<file path="config.mk">
export PLATFORM = sky130hd
export DESIGN_NAME = mx_block_scan
export DESIGN_NICKNAME = d
export VERILOG_FILES = /design/src/rtl/mx_pkg.sv /design/src/rtl/mx_scan_bank.sv /design/src/rtl/mx_block_scan.sv
export SDC_FILE = /design/constraint.sdc
export NUM_CORES = 1
export LEC_CHECK = 0
export CAP_MARGIN = 10
export CORE_ASPECT_RATIO = 1.25
export CORE_UTILIZATION = 55
export DETAILED_ROUTE_END_ITERATION = 8
export PLACE_DENSITY_LB_ADDON = 0.05
export SYNTH_ARGS = -nofsm -noshare
export SYNTH_HDL_FRONTEND = slang
export SYNTH_SLANG_ARGS = --single-unit
</file>
<file path="constraint.sdc">
create_clock -name clk -period 5.7 [get_ports clk]
set_input_delay 1.71 -clock clk [delete_from_list [all_inputs] [get_ports clk]]
set_output_delay 1.71 -clock clk [all_outputs]
set_load 0.005 [all_outputs]
</file>
<file path="src/rtl/mx_pkg.sv">
// Shared definitions for the FP32 -> MX (E3M2) converter: FP32 field layout,
// the 12-bit pre-quantised V word, E8M0 constants and per-bank state encoding.
package mx_pkg;

    localparam int FP_SIGN_BIT = 31;
    localparam int FP_EXP_MSB  = 30;
    localparam int FP_EXP_LSB  = 23;
    localparam int FP_MANT_MSB = 22;

    localparam int EXP_W    = 8;
    localparam int V_MANT_W = 3;

    localparam logic [EXP_W-1:0] E8M0_NAN = 8'hFF;

    // Largest unbiased exponent representable by E3M2.
    localparam int EMAX_E3M2 = 4;

    typedef struct packed {
        logic                sign;
        logic [EXP_W-1:0]    exp;
        logic [V_MANT_W-1:0] mant;
    } v_word_t;

    typedef enum logic [1:0] {
        BANK_EMPTY,
        BANK_FILLING,
        BANK_FULL
    } bank_state_e;

endpackage

</file>
<file path="src/rtl/mx_scan_bank.sv">
// One block buffer: element storage, running exponent max / special flag,
// the latched shared scale X and the EMPTY/FILLING/FULL state of the bank.
module mx_scan_bank
    import mx_pkg::*;
#(
    parameter int N_ELEM    = 32,
    parameter int EMAX_ELEM = EMAX_E3M2
) (
    input  logic                      clk,
    input  logic                      rst,
    input  logic                      wr_en,
    input  logic [$clog2(N_ELEM)-1:0] wr_idx,
    input  v_word_t                   wr_v,
    input  logic [$clog2(N_ELEM)-1:0] rd_idx,
    input  logic                      rd_done,
    output logic                      full,
    output v_word_t                   rd_v,
    output logic [EXP_W-1:0]          x
);

    localparam int IDX_W = $clog2(N_ELEM);
    localparam logic [IDX_W-1:0] LAST_IDX = IDX_W'(N_ELEM - 1);
    localparam logic [EXP_W-1:0] EMAX_L   = EXP_W'(EMAX_ELEM);

    bank_state_e      state, state_nxt;
    v_word_t          mem [N_ELEM];
    logic [EXP_W-1:0] emax, emax_upd;
    logic             special, special_upd;
    logic             first, wr_last;

    // Shared scale: NaN if any element was Inf/NaN, else emax - EMAX_ELEM clamped at 0.
    function automatic logic [EXP_W-1:0] sat_scale(input logic [EXP_W-1:0] e,
                                                   input logic             sp);
        if (sp)
            return E8M0_NAN;
        return (e > EMAX_L) ? (e - EMAX_L) : '0;
    endfunction

    assign first   = (wr_idx == '0);
    assign wr_last = (wr_idx == LAST_IDX);

    always_comb begin
        emax_upd    = wr_v.exp;
        special_upd = (wr_v.exp == E8M0_NAN);
        if (!first) begin
            if (emax > wr_v.exp)
                emax_upd = emax;
            special_upd = special_upd || special;
        end
    end

    always_comb begin
        state_nxt = state;
        case (state)
            BANK_EMPTY:   if (wr_en) state_nxt = wr_last ? BANK_FULL : BANK_FILLING;
            BANK_FILLING: if (wr_en && wr_last) state_nxt = BANK_FULL;
            // A refill may start in the same cycle the last element leaves.
            BANK_FULL:    if (rd_done) state_nxt = wr_en ? BANK_FILLING : BANK_EMPTY;
            default:      state_nxt = BANK_EMPTY;
        endcase
    end

    always_ff @(posedge clk) begin
        if (rst) begin
            state   <= BANK_EMPTY;
            emax    <= '0;
            special <= 1'b0;
            x       <= '0;
        end else begin
            state <= state_nxt;
            if (wr_en) begin
                emax    <= emax_upd;
                special <= special_upd;
                if (wr_last)
                    x <= sat_scale(emax_upd, special_upd);
            end
        end
    end

    always_ff @(posedge clk) begin
        if (wr_en)
            mem[wr_idx] <= wr_v;
    end

    assign full = (state == BANK_FULL);
    assign rd_v = mem[rd_idx];

endmodule

</file>
<file path="src/rtl/mx_block_scan.sv">
// FP32 block scanner: buffers N_ELEM elements, computes the E8M0 shared scale and
// replays V words. Define MX_SCAN_PINGPONG_EN for two banks (fill while draining).
module mx_block_scan
    import mx_pkg::*;
#(
    parameter int N_ELEM    = 32,
    parameter int EMAX_ELEM = EMAX_E3M2
) (
    input  logic                      clk,
    input  logic                      rst,
    input  logic                      in_valid,
    output logic                      in_ready,
    input  logic [31:0]               in_data,
    output logic                      out_valid,
    input  logic                      out_ready,
    output logic [11:0]               out_v,
    output logic [7:0]                out_x,
    output logic [$clog2(N_ELEM)-1:0] out_idx,
    output logic                      out_last
);

    localparam int IDX_W = $clog2(N_ELEM);
    localparam logic [IDX_W-1:0] LAST_IDX = IDX_W'(N_ELEM - 1);
`ifdef MX_SCAN_PINGPONG_EN
    localparam logic PTR_TOGGLE = 1'b1;
`else
    localparam logic PTR_TOGGLE = 1'b0;
`endif

    logic [IDX_W-1:0] wr_idx, rd_idx;
    logic             fill_ptr, drain_ptr;
    logic             accept, xfer, rd_done;
    logic             full0, full1, fill_full;
    v_word_t          in_v, rd_v0, rd_v1, drain_v;
    logic [7:0]       x0, x1, drain_x;
    logic             unused_mant;

    assign in_v        = {in_data[FP_SIGN_BIT], in_data[FP_EXP_MSB:FP_EXP_LSB],
                          in_data[FP_MANT_MSB -: V_MANT_W]};
    assign unused_mant = ^in_data[FP_MANT_MSB-V_MANT_W:0];

    assign fill_full = fill_ptr ? full1 : full0;
    assign in_ready  = !fill_full;
    assign accept    = in_valid && in_ready;

    assign out_valid = drain_ptr ? full1 : full0;
    assign xfer      = out_valid && out_ready;
    assign rd_done   = xfer && (rd_idx == LAST_IDX);

    always_ff @(posedge clk) begin
        if (rst) begin
            wr_idx    <= '0;
            rd_idx    <= '0;
            fill_ptr  <= 1'b0;
            drain_ptr <= 1'b0;
        end else begin
            if (accept) begin
                wr_idx <= wr_idx + IDX_W'(1);
                if (wr_idx == LAST_IDX)
                    fill_ptr <= fill_ptr ^ PTR_TOGGLE;
            end
            if (xfer) begin
                rd_idx <= rd_idx + IDX_W'(1);
                if (rd_idx == LAST_IDX)
                    drain_ptr <= drain_ptr ^ PTR_TOGGLE;
            end
        end
    end

    mx_scan_bank #(.N_ELEM(N_ELEM), .EMAX_ELEM(EMAX_ELEM)) u_bank0 (
        .clk     (clk),
        .rst     (rst),
        .wr_en   (accept && !fill_ptr),
        .wr_idx  (wr_idx),
        .wr_v    (in_v),
        .rd_idx  (rd_idx),
        .rd_done (rd_done && !drain_ptr),
        .full    (full0),
        .rd_v    (rd_v0),
        .x       (x0)
    );

`ifdef MX_SCAN_PINGPONG_EN
    mx_scan_bank #(.N_ELEM(N_ELEM), .EMAX_ELEM(EMAX_ELEM)) u_bank1 (
        .clk     (clk),
        .rst     (rst),
        .wr_en   (accept && fill_ptr),
        .wr_idx  (wr_idx),
        .wr_v    (in_v),
        .rd_idx  (rd_idx),
        .rd_done (rd_done && drain_ptr),
        .full    (full1),
        .rd_v    (rd_v1),
        .x       (x1)
    );
`else
    assign full1 = 1'b0;
    assign rd_v1 = '0;
    assign x1    = '0;
`endif

    // Outputs come straight from bank registers; zeroed while nothing is valid.
    assign drain_v  = drain_ptr ? rd_v1 : rd_v0;
    assign drain_x  = drain_ptr ? x1 : x0;
    assign out_v    = out_valid ? drain_v : '0;
    assign out_x    = out_valid ? drain_x : '0;
    assign out_idx  = rd_idx;
    assign out_last = out_valid && (rd_idx == LAST_IDX);

endmodule

</file>
[Yosys cells after proc, flatten, opt, wreduce, memory -nomap -nowiden]
Memory sizes are Yosys's and may differ from the RTL's. A register that Yosys moved wholly into a read port is not among the register bits.
Cells that the tools add are included.
Storage, ports and cells
  register bits: 29
  bits in writable memories: 384
  output and inout port bits: 28
  word-level logic and storage cells: 53
  memories: 1
Memories
  u_bank0.mem: depth 32, width 12, rd ports 1, clocked after memory_dff 1, wr ports 1, line mx_scan_bank.sv:26  | v_word_t mem [N_ELEM];
Cells by class
  add/subtract/negate cells: 3
  $lt $le $gt $ge: 2
  equality and inequality tests: 8
  muxes and demuxes: 22
  reduce and logical (&&, ||, !) cells: 11
Operators with widths (count)
  $mux 8: 6
  $mux 12: 1
  $add 5x1->5 const B: 2
  $eq 5x5->1 const B: 2
  $mux 5: 2
  $eq 8x8->1 const B: 1
  $gt 8x3->1 const B: 1
  $gt 8x8->1: 1
  $mux 1: 8
  $mux 2: 4
  $sub 8x3->8 const B: 1
  $ne 2x1->1 const B: 3
  $pmux 2 s3: 1
  $logic_and 1x1->1: 5
  $logic_not 5->1: 1
  $reduce_and 3->1: 1
  $eq 2x1->1 const B: 1
  $eq 2x2->1 const B: 1
  $logic_not 2->1: 1
  $reduce_and 2->1: 1
  $logic_not 1->1: 1
  $logic_or 1x1->1: 1

[Longest topological paths before layout]
Gate-level depths: netlist (run 1).
  depth in word-level cells: 8
  mapped depth: 13
  gate-level depth less buffers: 13

[Hierarchy]
A second synthesis (run 1) with hierarchy kept.
Second synthesis, totals
  cells, all modules: 829
  area total of the unflattened synthesis: 16651.0 µm²
By module, submodules not included
  mx_scan_bank: times used 1, cells an instance 755, area each 16044.1 µm², sequential area each 11911.4 µm²
  mx_block_scan: times used 1, cells an instance 74, area each 606.8 µm², sequential area each 200.2 µm²

[Least setup slack after synthesis (run 1)]
No wires, ideal clock.
  path type: in2reg
  from: input port in_data[28]
  to: register u_bank0.x[0]
  data arrival time: 3.879 ns
  setup slack: 1.706 ns
  stages: 12
  cells stage by stage: inv_1 -> ha_1 -> a21oi_1 -> o21a_1 -> a31oi_1 -> nand2_4 -> mux2_2 -> inv_1 -> ha_1 -> o2111ai_1 -> mux2i_2 -> a2111oi_0
On the way
  cells in the longest elaborated chain, start to end: 8
Ends and longest elaborated chain
  start, declared: line mx_block_scan.sv:13  | input logic [31:0] in_data,
  parallel branches: the longest is 7 deep, another holds $gt 8x8->1
  $mux 8 (*): line mx_scan_bank.sv:36  | return (e > EMAX_L) ? (e - EMAX_L) : '0;
  end signal, assigned: line mx_scan_bank.sv:75  | x <= sat_scale(emax_upd, special_upd);
  end, declared: line mx_scan_bank.sv:18  | output logic [EXP_W-1:0] x
Mark *: on every way between the ends. The select of a mux whose other input is x is not followed.
A chain may end at the register's enable or synchronous reset.

==> results of run 1 <==
-- metal layers --
metal / part of all wire, % / wire (um)
met1: 40 / 14200
met2: 50 / 17700
met3: 6.4 / 2260
met4: 3.9 / 1370
met5: 0 / 0
-- power breakdown --
group / internal (mW) / leakage (nW) / switching (mW)
registers: 3.37 / 3.74 / 0.0125
clock network: 1.52 / 0.619 / 1.06
logic: 0.0596 / 1.76 / 0.118
-- final cells by class --
class                   instances  area [um^2]  area share (%)
repair buffers                 98          951            4.95
flip-flops and latches        418        12200            63.6
well taps                     396          495            2.58
inverters                      13         48.8           0.254
clock inverters                19          188           0.977
multi-input cells             383         4210            21.9
clock buffers                  54         1080            5.65
-- sequential cells by signal (all words and copies together), names as in the netlist, named ones only --
register	flops
u_bank0.special	1
u_bank0.state	2
out_idx	5
u_bank0.x	8
wr_idx	5
u_bank0.emax	8
u_bank0.mem	384
-- cell families after synthesis --
| group | count (synthesis) |
|---|---|
| buffers and inverters | 55 |
| flip-flops | 418 |
| XOR/XNOR | 11 |
| AND/OR/NAND/NOR | 137 |
| multiplexers | 162 |
| AO/OA/AOI/OAI | 57 |
| adder cells (fa/ha/maj) | 16 |
-- worst max-delay path by stage --
stage / startpoint / endpoint / slack, ns / cells past startpoint
6_report: flop / out_v[2] / 0.68 / 6
3_3_place_gp: in_data[30] / u_bank0.x[2]$_SDFFE_PP0P_ / 0.67 / 13
2_1_floorplan: in_data[28] / u_bank0.x[0]$_SDFFE_PP0P_ / 1.71 / 12
3_5_place_dp: in_data[30] / u_bank0.x[3]$_SDFFE_PP0P_ / 0.52 / 13
4_1_cts: flop / out_v[9] / 0.59 / 6
5_1_grt: flop / out_v[2] / 0.43 / 6
-- cell usage in the layout, fill, tap and decap left out, types with 3 or more instances in the layout --
| master | instances |
|---|---|
| clkbuf_1 | 12 |
| edfxtp_1 | 384 |
| clkinv_2 | 6 |
| dfxtp_1 | 31 |
| and3_1 | 14 |
| clkbuf_16 | 43 |
| clkinv_1 | 9 |
| nor2_1 | 68 |
| bufinv_16 | 4 |
| a21oi_1 | 10 |
| nand2_1 | 15 |
| mux4_2 | 96 |
| xnor2_1 | 6 |
| xor2_1 | 5 |
| mux2i_1 | 64 |
| nand4_1 | 5 |
| nor2b_1 | 3 |
| nand3b_1 | 3 |
| inv_1 | 12 |
| a22oi_1 | 24 |
| and2_1 | 11 |
| buf_4 | 47 |
| ha_1 | 16 |
| nor3_1 | 3 |
| o21ai_0 | 5 |
| clkdlybuf4s50_1 | 43 |
| buf_12 | 3 |
| a2111oi_0 | 8 |
| nand3_1 | 6 |
-- stage by stage --
stage	power, mW	utilization [%]
after floorplan	3.51	-
after global placement	3.60	60.4
after detailed placement	3.61	60.4
after CTS	6.18	64.7
after global routing	6.31	65.1
final	6.13	65.1
==> metrics.txt, run 1 <==
status=finished, final reports clean; WL/cell=25.7 um; CORE AREA=0.0295 mm^2; TNS Setup=0 ns; worst skew pair latency=0.53 ns; post-CTS setup repair buffer count=0; flop2flop setup slack=2.60 ns; crit-path max cell delay=0.61 ns; Placer Congestion=0.897; Hold Slack=0.503 ns; Yosys reg bits=418; peak supply drop=0.287 mV; Slew Viols, Final=0; Leak=6.11 nW; Worst Path Buf+Inv=2; dominant cells by area after synthesis=edfxtp_1, mux4_2, dfxtp_1; largest family of logic cells by synthesized area=multiplexers; most common library cells after synthesis=edfxtp_1, mux4_2, nor2_1, mux2i_1, dfxtp_1; Pwr Density=319 mW/mm^2; diodes inserted=0; CP delay by family, top=buffers and inverters; Layout fillers=2048; hold buffers post-CTS=0; Synth top area share=69.2%; Overflow after GRT=0; met3 Track Usage GR=4.11%; Vias=8401; Peak Freq=0.199 GHz; FFs w/ async S/R, synth=0%; vias in the first global route=8737; area delta synth->final=15.2%; met2 Use GR=38.9%; first-pass GRT wire length=53600 um; CP cell instances=buf_4 > mux4_2 > mux2i_1 > a22oi_1 > and3_1 > clkdlybuf4s50_1; DRC=0; post-synthesis sequential area ratio=73.3%; root buffer selected by CTS=clkbuf_16; Synth Area in Compound Gates=2.55%; CP arrival=3.31 ns; # rows=70; RR Endpoint=u_bank0.x[5]$_SDFFE_PP0P_; RSZ-0062 raised after global routing=false; Initial Util=56.5%; critical path capture point type=output port; Hold Path Sink=u_bank0.state[0]$_SDFFE_PP0P_; Critical Path RT=3.99 ns; cell area after synthesis=0.0167 mm^2; R2R depth=12; die width=158 um; Clock Skews=0.0118 ns; post-synthesis cell type count=45; Tcrit/Tclk final=88.1%; Die Y=197 um; Final #Nets=1007; DRT antenna net count=0; CTS tree=done; Top Usage Layer GRT=met2; gr usage total=24.3%; post-synthesis net count=908; H-tree depth=2; worst hold start=u_bank0.state[1]$_SDFFE_PP0P_; worst-path maximum fanout=21; die footprint=0.0310 mm^2; Area after DPL=0.0178 mm^2; pre-CTS setup slack=0.515 ns; grt met1 use=33.0%; mux cell area share after synthesis=17.0%; Final Instance Area=0.0192 mm^2; Fin. Hold Viols=0; r2r startpoint=wr_idx[0]$_SDFFE_PP0P_; Post-Route WL=35500 um; clk slew on worst S/H paths=0.06 ns; WHS Path Cells=1; Post-Synth Simple-Gate Area=3.99%; WS Path Type=reg2out; clk sinks=418; Hold Path Class=reg2reg; Post-CTS Resized=0; total of max-cap violations=0; DR pass1 iterations=9; Synth Instances=856; crit path time final=5.02 ns; ys flop type=edfxtp_1; I/O Pins=64; layout cell share with drive strength beyond 1=21.9%; DRT iter0 DRCs=688; Max clock buf depth=3; Tightest Pin Transition=0.899 ns; Slowest-stage cell, CP=dfxtp_4; Rel. slew slack=39.9%; Vias/cell=6.08; count leader, synth=edfxtp_1; Ys Warns=0; initial antenna violation count=1; largest net degree at the start of global routing=38; post-route insts no fill=1381; setup violators final=0; final setup margin=0.679 ns; Placed Cells=1303; Yosys top cell by area=edfxtp_1; hpwl dp=21600 um; Num CTS Buffers=41; Buffers on Ports=43; Syn Area/Cell=19.5 um^2; CP startpoint kind=flop; Synth Area in XOR/XNOR=0.578%; Post-Synth Adder-Cell Area=1.20%; number of flops mapped to enable cells by yosys=384
Note: power is estimated with default switching activity, not from simulation.
==> inputs of run 2 (changes only) <==
--- a/config.mk
+++ b/config.mk
@@ -7,6 +7,7 @@
 export LEC_CHECK = 0
 export CAP_MARGIN = 10
 export CORE_ASPECT_RATIO = 1.25
+export CORE_MARGIN = 2
 export CORE_UTILIZATION = 55
 export DETAILED_ROUTE_END_ITERATION = 8
 export PLACE_DENSITY_LB_ADDON = 0.05
==> constraint.sdc (replaced) <==
create_clock -name clk -period 5.2 [get_ports clk]
set_input_delay 1.56 -clock clk [delete_from_list [all_inputs] [get_ports clk]]
set_output_delay 1.56 -clock clk [all_outputs]
set_load 0.005 [all_outputs]
==> metrics.txt, run 2 (same netlist as run 1, synthesis figures left out) <==
CP delay by family, top=multiplexers; worst-path maximum fanout=34; die footprint=0.0317 mm^2; Clock Skews=0.0144 ns; Max clock buf depth=3; setup violators final=0; metal3 WL=2170 um; max reg flops=384; critical path capture point type=output port; Initial Util=55.7%; max layer used=met4; wl on met1=14600 um; WL/cell=25.8 um; layout cell share with drive strength beyond 1=22.2%; Worst Path Buf+Inv=2; Die Y=199 um; Pwr Density=353 mW/mm^2; gr usage total=22.9%; Peak Freq=0.207 GHz; diodes inserted=0; DRT antenna net count=0; crit path time final=4.84 ns; crit-path max cell delay=0.58 ns; Final #Nets=1003; die width=160 um; critical path depth=6; Buffers on Ports=43; Rel. slew slack=25.1%; DR pass1 iterations=5; clk slew on worst S/H paths=0.06 ns; hold buffers post-CTS=0; post-CTS setup repair buffer count=0; Slowest-stage cell, CP=dfxtp_4; Fin. Hold Viols=0; status=finished, final reports clean; worst skew pair latency=0.53 ns; commonest cells after routing, fill and taps aside=edfxtp_1, mux4_2, nor2_1, mux2i_1, buf_4; FF/Latch Area=0.0122 mm^2; Num CTS Buffers=40; flop2flop setup slack=1.97 ns; Post-CTS Resized=0; Post-Route WL=35600 um; r2r startpoint=wr_idx[0]$_SDFFE_PP0P_; WS Path Type=reg2out; Critical path destination=out_v[2]; CP startpoint kind=flop; H-tree depth=2; Overflow after GRT=0; final setup margin=0.361 ns; Vias=8307; biggest regs=u_bank0.mem: 384 flops, u_bank0.emax: 8 flops, u_bank0.x: 8 flops; peak supply drop=0.282 mV; CP cell instances=buf_12 > mux4_2 > mux2i_1 > a22oi_1 > and3_1 > clkdlybuf4s50_1; pre-CTS setup slack=0.159 ns; Tightest Pin Transition=1.12 ns; total of max-cap violations=0; met2 wire len=17700 um; vias in the first global route=8496; Layout Utilization=64.0%; RR Endpoint=u_bank0.x[0]$_SDFFE_PP0P_; DRC=0; R2R depth=12; Leak=6.09 nW; RSZ-0062 raised after global routing=false; Critical Path RT=3.64 ns; CORE AREA=0.0299 mm^2; TNS Setup=0 ns; initial antenna violation count=0; area delta synth->final=15.0%; most common cell after layout, fill and taps aside=edfxtp_1; largest net degree at the start of global routing=49; CTS tree=done; Placer Congestion=0.811; Hold Path Class=reg2reg; first-pass GRT wire length=52800 um; Layout fillers=2055; clk sinks=418; Vias/cell=6.02; root buffer selected by CTS=clkbuf_16; CP arrival=3.28 ns; hpwl dp=21200 um; Biggest register=u_bank0.mem; area of the multi-input gates=0.00421 mm^2; Slew Viols, Final=0; # rows=71; I/O Pins=64; DRT iter0 DRCs=674; Tcrit/Tclk final=93.1%
==> run 2: cell types whose count changed in the layout (fill, tap and decap cells not counted), sizes merged <==
| cell | delta |
|---|---|
| bufinv | +1 |
| buf | -1 |
| clkbuf | -9 |
| clkinvlp | +2 |
==> run 2: worst min-delay path by stage <==
stage	cells past startpoint	endpoint	start	slack [ns]
floorplan	1	u_bank0.state[0]$_SDFFE_PP0P_	u_bank0.state[1]$_SDFFE_PP0P_	0.44
global placement	1	u_bank0.state[0]$_SDFFE_PP0P_	u_bank0.state[1]$_SDFFE_PP0P_	0.45
detailed placement	2	u_bank0.x[1]$_SDFFE_PP0P_	u_bank0.x[1]$_SDFFE_PP0P_	0.48
CTS	1	u_bank0.state[0]$_SDFFE_PP0P_	u_bank0.state[1]$_SDFFE_PP0P_	0.48
global route	2	u_bank0.x[6]$_SDFFE_PP0P_	u_bank0.x[6]$_SDFFE_PP0P_	0.52
finish	1	u_bank0.state[0]$_SDFFE_PP0P_	u_bank0.state[1]$_SDFFE_PP0P_	0.48
==> run 2: routing by layer <==
layer	GRT usage (%)	up-vias
met5	0	-
met4	7.85	0
met3	3.42	52
met2	37.7	284
met1	32.0	4307
li1	-	3664
==> run 2: through the flow <==
| step | instance area, um^2 | hold WS [ns] | power (mW) | instances |
|---|---|---|---|---|
| 3_5_place_dp | 17800 | 0.483 | 3.96 | 1307 |
| 5_1_grt | 19200 | 0.521 | 6.97 | 1379 |
| 4_1_cts | 19100 | 0.481 | 6.82 | 1376 |
| 6_report | 19200 | 0.484 | 6.77 | 1379 |
| 2_1_floorplan | 16700 | 0.436 | 3.85 | 856 |
| 3_3_place_gp | 17800 | 0.447 | 3.95 | 1307 |
==> run 2: layout make-up <==
| cell class | count | area share, % |
|---|---|---|
| well taps | 401 | 2.62 |
| flip-flops and latches | 418 | 63.8 |
| inverters | 13 | 0.255 |
| multi-input cells | 383 | 22.0 |
| clock inverters | 22 | 1.24 |
| clock buffers | 47 | 5.52 |
| repair buffers | 95 | 4.60 |
==> run 2: where the power goes <==
group	leakage [nW]	switching (mW)	internal, mW	total (mW)
Sequential	3.74	0.0129	3.69	3.70
Combinational	1.72	0.132	0.0609	0.193
Clock	0.628	1.17	1.70	2.87
Total	6.09	1.31	5.45	6.77
==> inputs of run 3 (changes only) <==
--- a/config.mk
+++ b/config.mk
@@ -10,6 +10,7 @@
 export CORE_MARGIN = 2
 export CORE_UTILIZATION = 55
 export DETAILED_ROUTE_END_ITERATION = 8
+export DONT_BUFFER_PORTS = 1
 export PLACE_DENSITY_LB_ADDON = 0.05
 export SYNTH_ARGS = -nofsm -noshare
 export SYNTH_HDL_FRONTEND = slang
==> metrics.txt, run 3 (same netlist as run 1, synthesis figures left out) <==
Flop pwr share=55.6%; Fin. Hold Viols=0; Final Instance Area=0.0186 mm^2; Clock Skews=0.0151 ns; RSZ-0062 raised after global routing=false; DRC=0; total of max-cap violations=0; clk slew on worst S/H paths=0.06 ns; Vias=8107; commonest cells after routing, fill and taps aside=edfxtp_1, mux4_2, nor2_1, mux2i_1, clkbuf_16; most common cell after layout, fill and taps aside=edfxtp_1; Die Y=199 um; Tcrit/Tclk final=86.7%; sw power=1.29 mW; Initial Util=55.7%; Final #Nets=943; Max clock buf depth=3; biggest regs=u_bank0.mem: 384 flops, u_bank0.emax: 8 flops, u_bank0.x: 8 flops; DRT antenna net count=0; # rows=71; FF/Latch Area=0.0122 mm^2; status=finished, final reports clean; Vias/cell=6.13; Rel. slew slack=16.5%; CORE AREA=0.0299 mm^2; pre-CTS setup slack=0.926 ns; Overflow after GRT=0; Peak Freq=0.222 GHz; DRT iter0 DRCs=640; max reg flops=384; Comb pwr share=1.7%; largest net degree at the start of global routing=52; I/O Pins=64; area delta synth->final=11.4%; setup violators final=0; Critical Path RT=3.64 ns; Pint=5.37 mW; clk sinks=418; Tightest Pin Transition=1.25 ns; post-route insts no fill=1323; Pwr Density=359 mW/mm^2; first-pass GRT wire length=51700 um; Biggest register=u_bank0.mem; Layout fillers=2121; Slew Viols, Final=0; Placed Cells=1249; peak supply drop=0.281 mV; critical path capture point type=output port; sw frac=19.4%; hpwl dp=20400 um; die width=160 um; layout cell share with drive strength beyond 1=22.1%; Num CTS Buffers=41; H-tree depth=2; root buffer selected by CTS=clkbuf_16; Layout Utilization=62.0%; CP startpoint kind=flop; Post-CTS Resized=0; vias in the first global route=8351; Placer Congestion=0.811; gr usage total=22.3%; die footprint=0.0317 mm^2; crit path time final=4.51 ns; area of the multi-input gates=0.00421 mm^2; Post-Route WL=34300 um; TNS Setup=0 ns; Hold Path Class=reg2reg; CTS tree=done; initial antenna violation count=0; worst-path maximum fanout=28; hold buffers post-CTS=0; CP arrival=2.95 ns; Area after DPL=0.0173 mm^2; final setup margin=0.691 ns; WL/cell=26.0 um; worst skew pair latency=0.53 ns; clock power share=42.8%; DR pass1 iterations=6; WS Path Type=reg2out; post-CTS setup repair buffer count=0; Buffers on Ports=0; Leak=5.84 nW
## run 3: cell count changes in the layout (fill, tap and decap cells not counted), sizes merged
cell,previous run,this run
clkdlybuf4s50,43,0
buf,52,34
bufinv,5,2
clkbuf,47,50
clkinv,15,17
inv,12,14
diode,0,1
## run 3: worst max-delay path, cell delays in order, from the launching register on
cell     delay (ns)
dfxtp_4        0.72
buf_4          0.34
mux4_2         0.52
mux2i_1        0.25
a22oi_1        0.25
and3_1         0.31
## run 3: final cells by class
class	instances	area share [%]
timing repair buffer	34	1.51
sequential	418	65.8
tap	401	2.70
inverter	13	0.263
clock buffer	50	6.04
antenna	1	0.0135
multi-input combinational	383	22.7
clock inverter	23	0.950
## run 3: final timing paths
path / cells after the start / slack, ns / startpoint / end
worst max-delay path: 5 / 0.69 / flop / out_v[2]
worst min-delay path: 1 / 0.48 / u_bank0.state[1]$_SDFFE_PP0P_ / u_bank0.state[0]$_SDFFE_PP0P_
worst max register to register: 13 / 2.05 / wr_idx[1]$_SDFFE_PP0P_ / u_bank0.x[6]$_SDFFE_PP0P_
worst min register to register: 1 / 0.48 / u_bank0.state[1]$_SDFFE_PP0P_ / u_bank0.state[0]$_SDFFE_PP0P_
## run 3: power by group through the flow
stage	sequential [mW]	combinational [mW]	clock (mW)
4_1_cts	3.70	0.113	2.91
6_report	3.70	0.112	2.85
3_3_place_gp	3.77	0.108	0
2_1_floorplan	3.77	0.0790	0
5_1_grt	3.70	0.122	3.03
3_5_place_dp	3.77	0.112	0
## run 3: metrics by stage
| step | total power, mW | hold WS [ns] |
|---|---|---|
| floorplan | 3.85 | 0.436 |
| global placement | 3.88 | 0.450 |
| detailed placement | 3.89 | 0.473 |
| CTS | 6.72 | 0.479 |
| global route | 6.86 | 0.498 |
| finish | 6.66 | 0.475 |
## run 3: per-layer routing
metal	track usage, %	vias up	share of wire [%]
met1	30.4	4271	42
li1	-	3555	-
met2	36.6	228	50
met4	8.59	0	3.4
met5	0	-	0
met3	3.59	53	5.1
